==> src/rtl/pr_skid_stage.sv <==
// Pipeline-stage register with valid/ready handshake, flush-to-bubble and an
// optional 2-entry skid buffer that keeps full throughput with a registered IN_READY.
module pr_skid_stage #(
    parameter int                 DATA_W    = 64,
    parameter logic [DATA_W-1:0]  NOP_VALUE = '0,
    parameter bit                 SKID      = 1'b1
) (
    input  logic              CLK,
    input  logic              RESET,
    input  logic              FLUSH,
    input  logic              IN_VALID,
    output logic              IN_READY,
    input  logic [DATA_W-1:0] IN_DATA,
    output logic              OUT_VALID,
    input  logic              OUT_READY,
    output logic [DATA_W-1:0] OUT_DATA,
    output logic [1:0]        OCCUPANCY
);

    logic              m_v;
    logic [DATA_W-1:0] m_d;
    logic              s_v;
    logic              in_xfer;
    logic              kill;

    assign kill      = RESET | FLUSH;
    assign in_xfer   = IN_VALID & IN_READY;
    assign OUT_VALID = m_v;
    assign OUT_DATA  = m_d;
    assign OCCUPANCY = {1'b0, m_v} + {1'b0, s_v};

    generate
        if (SKID) begin : g_skid
            logic              s_v_q;
            logic [DATA_W-1:0] s_d;
            logic              load_m;

            // IN_READY comes straight from a flop, so upstream never sees OUT_READY
            assign IN_READY = ~s_v_q;
            assign load_m   = ~m_v | OUT_READY;
            assign s_v      = s_v_q;

            // main / skid entry update
            always_ff @(posedge CLK) begin
                if (kill) begin
                    m_v   <= 1'b0;
                    m_d   <= NOP_VALUE;
                    s_v_q <= 1'b0;
                    s_d   <= NOP_VALUE;
                end else if (load_m) begin
                    if (s_v_q) begin
                        m_v   <= 1'b1;
                        m_d   <= s_d;
                        s_v_q <= 1'b0;
                        s_d   <= NOP_VALUE;
                    end else if (in_xfer) begin
                        m_v <= 1'b1;
                        m_d <= IN_DATA;
                    end else begin
                        m_v <= 1'b0;
                        m_d <= NOP_VALUE;
                    end
                end else if (in_xfer) begin
                    // M is stalled and full; park the accepted word behind it
                    s_v_q <= 1'b1;
                    s_d   <= IN_DATA;
                end
            end
        end else begin : g_single
            logic drain;

            // legacy HOLD stage: HOLD = ~OUT_READY
            assign IN_READY = ~m_v | OUT_READY;
            assign drain    = m_v & OUT_READY;
            assign s_v      = 1'b0;

            // single entry update
            always_ff @(posedge CLK) begin
                if (kill) begin
                    m_v <= 1'b0;
                    m_d <= NOP_VALUE;
                end else if (in_xfer) begin
                    m_v <= 1'b1;
                    m_d <= IN_DATA;
                end else if (drain) begin
                    m_v <= 1'b0;
                    m_d <= NOP_VALUE;
                end
            end
        end
    endgenerate

endmodule

==> config.mk <==
export PLATFORM = sky130hd
export DESIGN_NAME = pr_skid_stage
export DESIGN_NICKNAME = d
export VERILOG_FILES = /design/src/rtl/pr_skid_stage.sv
export SDC_FILE = /design/constraint.sdc
export NUM_CORES = 1
export LEC_CHECK = 0
export ABC_AREA = 1
export ABC_CLOCK_PERIOD_IN_PS = 1900
export CORE_ASPECT_RATIO = 0.5
export CORE_MARGIN = 3
export CORE_UTILIZATION = 30
export CTS_BUF_LIST = sky130_fd_sc_hd__clkbuf_8
export DETAILED_ROUTE_END_ITERATION = 12
export PLACE_DENSITY = 0.5
export SLEW_MARGIN = 20
export SYNTH_ARGS = -nofsm -noshare
export SYNTH_HDL_FRONTEND = slang
export SYNTH_SLANG_ARGS = --single-unit
==> constraint.sdc <==
create_clock -name CLK -period 1.9 [get_ports CLK]
set_input_delay 0.38 -clock CLK [delete_from_list [all_inputs] [get_ports CLK]]
set_output_delay 0.38 -clock CLK [all_outputs]
set_load 0.02 [all_outputs]
After elaboration in Yosys (flattened, before gate mapping)
Cells that the tools add are included.
Widths: inputs -> output; s select.
{ "totals": {"out_inout_bits": 68, "in_bits": 69, "reg_bits": 130} }
{ "op_classes": {"muxes": 7, "bitwise_logic": 5, "n_reduce_logical": 3, "n_addsub": 1, "n_eq_ne": 1} }
{ "ops": {"columns": ["cell", "n"], "rows": [
  ["$mux 64", 5],
  ["$add 1x1->2", 1],
  ["$mux 1", 2],
  ["$ne 2x2->1 const B", 1],
  ["$not 1->1", 2],
  ["$or 1x1->1", 2],
  ["$reduce_and 2->1", 1],
  ["$reduce_bool 2->1", 1],
  ["$reduce_or 2->1", 1],
  ["$and 1x1->1", 1]
]} }

Longest topological paths before layout
{ "depth": {"depth_word": 4, "ltp_mapped": 8} }

Worst setup path before layout
OpenSTA, ideal clock, no wires.
{ "synth_path": {"path_type": "register -> register", "startpoint": "register m_v, in the netlist OUT_VALID", "endpoint": "register m_d[25], in the netlist OUT_DATA[25]", "synth_period_minus_slack_ns": 1.319, "n_path_buf": 3, "setup_slack_ns": 0.581, "t_arrival_ns": 1.256, "setup_time_ns": 0.062, "stages_incl_launch_ff": 8, "path_cell_list": "dfxtp_1 nand2_1 buf_4 nor2_4 buf_4 buf_4 nand2_1 nand3_1"} }
{ "synth_between": {"elab_chain_len": 2} }
{ "synth_rtl": {"columns": ["element", "line", "source"], "rows": [
  ["start: declaration", "20", "logic m_v;"],
  ["start signal: assignment", "46", "m_v <= 1'b0;"],
  ["start signal: assignment", "52", "m_v <= 1'b1;"],
  ["start signal: assignment", "57", "m_v <= 1'b1;"],
  ["$not 1->1", "40", "assign load_m = ~m_v | OUT_READY;"],
  ["$or 1x1->1", "40", null],
  ["end signal: assignment", "47", "m_d <= NOP_VALUE;"],
  ["end signal: assignment", "53", "m_d <= s_d;"],
  ["end signal: assignment", "58", "m_d <= IN_DATA;"],
  ["end: declaration", "21", "logic [DATA_W-1:0] m_d;"]
]} }
No other way between the ends.
A chain may end at the register's enable or synchronous reset.

Final worst setup path
{ "layout_path": {"startpoint": "register m_v, in the netlist OUT_VALID", "endpoint": "output OUT_VALID"} }
{ "layout_rtl": {"columns": ["element", "line", "source"], "rows": [
  ["end: declaration", "14", "output logic OUT_VALID,"]
]} }
No word-level cell between the ends.

==> flow_metrics.env <==
export IMPL_hold_buffers=0
export IMPL_crit_buf_inv=1
export IMPL_path_class="flip-flop to output pin"
export IMPL_cts_max_level=4
export IMPL_cts_path_max_buffers=2
export IMPL_p_int_uw=4245
export IMPL_synthSimpleGateAreaFrac_pct=36.41
export IMPL_ys_ff_latch=130
export IMPL_finalWirelength_um=16760
export IMPL_clkSinkCount=130
export IMPL_ys_seq_area_share_pct=46.61
export IMPL_clkPwrFrac_pct=40.8
export IMPL_finalWeightedCongestion=0.7293
export IMPL_netlist_instances=812
export IMPL_critPathTopFamily="buffers and inverters"
export IMPL_tritoncts="built"
export IMPL_ant_nets=0
export IMPL_maxCapViolCount=0
export IMPL_layout_nets=1007
export IMPL_vias=5535
export IMPL_yosysTopAreaCell="dfxtp_1"
export IMPL_tightest_slew_ns=0.3763
export IMPL_synth_compound_area_share_pct=7.708
export IMPL_synth_area_um2=5584
export IMPL_hold_violations=0
export IMPL_switching_power_uw=1497
export IMPL_initial_core_util_pct=31.40
export IMPL_fin_util_pct=42.96
export IMPL_synthXorXnorAreaFrac_pct=0
export IMPL_hold_class="flip-flop to flip-flop"
export IMPL_muxShareOfSynthArea_pct=0
export IMPL_period_minus_slack_ns=1.821
export IMPL_fmax_ghz=0.5492
export IMPL_fin_crit_sh_pct=95.84
export IMPL_tns_ns=0
export IMPL_clk_pin_slew_worst_paths_ns=0.09
export IMPL_grt_pass1_wl_um=27170
export IMPL_cp_slowest_cell="clkdlybuf4s50_1"
export IMPL_postPlaceCellArea_um2=7256
export IMPL_setup_viol=0
export IMPL_final_cell_mix="nand2_1 (304), clkdlybuf4s50_1 (133), dfxtp_1 (129)"
export IMPL_slew_violations=0
export IMPL_drive_gt1_share_pct=8.000
export IMPL_synth_area_top_cells="dfxtp_1 (47%), nand2_1 (21%), nand3_1 (9.9%)"
export IMPL_grt_remaining_overflow=0
export IMPL_fin_area_um2=7640
export IMPL_path_cells="clkdlybuf4s50_1"
export IMPL_synth_top_family_by_area="simple AND/OR/NAND/NOR gates"
export IMPL_dieHeight_um=102.5
export IMPL_die_w_um=198.9
export IMPL_end_kind="output pin"
export IMPL_routedWlPerCell_um=14.15
export IMPL_grt_usage_pct=16.83
export IMPL_area_delta_synth_final_pct=36.81
export IMPL_critical_path_max_stage_delay_ns=0.63
export IMPL_comb_power_share_pct=10.6
export IMPL_grt_max_degree=69
export IMPL_vdd_drop_max_mv=0.3881
export IMPL_numPortBuffers=136
export IMPL_first_global_vias=5223
export IMPL_rsz0062_at_grt="no"
export IMPL_synth_warnings=0
export IMPL_synth_top_area_share_pct=46.61
export IMPL_power_frac_seq_pct=48.6
export IMPL_drt_iter0_drc=295
export IMPL_syn_avg_cell_area_um2=6.877
export IMPL_post_dp_hpwl_um=11120
export IMPL_start_kind="flip-flop"
export IMPL_p_leak_uw=0.003095
export IMPL_dr_pass1_iters=5
export IMPL_antenna_cells=0
export IMPL_report_power_total_uw=5742
export IMPL_numCtsBuffers=17
export IMPL_clockRootBuffer="clkbuf_8"
export IMPL_crit_fanout=3
export IMPL_p_sw_share_pct=26.08
export IMPL_clk_latency_ns=0.44
export IMPL_drc_errors=0
export IMPL_slew_headroom_pct=74.92
export IMPL_fp_row_count=34
export IMPL_die_area_um2=20390
export IMPL_core_um2=17780
export IMPL_status="completed"
export IMPL_crit_required_ns=1.52
export IMPL_p_per_area_nw_per_um2=751.6
export IMPL_antenna_found_initial=0
export IMPL_final_common_cell="nand2_1"
export IMPL_io_pins=137
export IMPL_skew_ns=0.01337
export IMPL_syn_num_nets=882
export IMPL_synth_adder_area_share_pct=0.2241
export IMPL_crit_arrival_ns=1.44
export IMPL_viasPerCell=4.675
export IMPL_synth_cell_types=18
[through the flow]
step	std cells	hold slack, ns	setup WS (ns)
after floorplan	812	0.4446	0.5815
after global placement	1152	0.4567	0.1011
after detailed placement	1152	0.4555	0.04716
after CTS	1184	0.4698	0.03603
after global routing	1184	0.4889	0.01047
final	1184	0.4663	0.07905
[worst paths after layout]
check             slack, ns       endpoint  depth (start not counted)    startpoint
setup / recovery       0.08      OUT_VALID                          1     OUT_VALID
hold / removal         0.47   OUT_DATA[36]                          2  OUT_DATA[36]
setup reg to reg       0.43  g_skid.s_d[1]                          5  g_skid.s_v_q
hold reg to reg        0.47   OUT_DATA[36]                          2  OUT_DATA[36]
[final cells by class]
cell class / count / area (µm²)
well taps: 234 / 292.8
fillers: 1891 / 10140
clock buffers: 18 / 247.7
clock inverters: 14 / 140.1
repair buffers: 167 / 1690
inverters: 49 / 183.9
flip-flops and latches: 130 / 2604
multi-input cells: 572 / 2481
[registers in the layout, summed over array words and instances, names as in the netlist]
register / cells
OUT_DATA: 64
OUT_VALID: 1
g_skid.s_d: 64
g_skid.s_v_q: 1
[per-layer routing]
layer / GRT usage (%) / wire (µm) / vias up
li1: - / - / 2846
met1: 22.94 / 7964 / 2535
met2: 27.19 / 7727 / 139
met3: 3.887 / 872 / 15
met4: 4.261 / 196 / 0
met5: 0 / 0 / -
[power by group through the flow]
stage | combinational, µW | sequential (µW) | clock [µW]
5_1_grt | 665 | 2800 | 2560
6_report | 607 | 2790 | 2340
3_5_place_dp | 614 | 2860 | 0
3_3_place_gp | 611 | 2860 | 0
2_1_floorplan | 229 | 2900 | 0
4_1_cts | 615 | 2790 | 2430
[cells in the mapped netlist]
cell / count
buf_1: 2
nand2_1: 305
o21ai_0: 31
inv_2: 4
a21oi_1: 35
o21ai_1: 20
dfxtp_1: 130
clkbuf_1: 15
nand4_1: 17
inv_1: 45
nor2_4: 3
nand2_2: 3
buf_2: 29
nor3_1: 1
nand3_1: 111
ha_1: 1
buf_4: 15
nor2_1: 45
[cell families (layout without fill, tap and decap cells)]
logic type | Yosys count | count (layout)
simple gates | 485 | 485
flops | 130 | 130
buf+inv | 110 | 248
compound gates | 86 | 86
fa+ha+maj | 1 | 1
[what timing repair did]
| item | 4_1_cts | 5_1_grt |
|---|---|---|
| hold endpoints to repair | 0 | 0 |
| buffers inserted | 0 | 0 |
| setup endpoints to repair | 3 | 0 |
| gates resized for setup | 3 | 0 |
No activity file was read; power rests on OpenSTA's default activity.
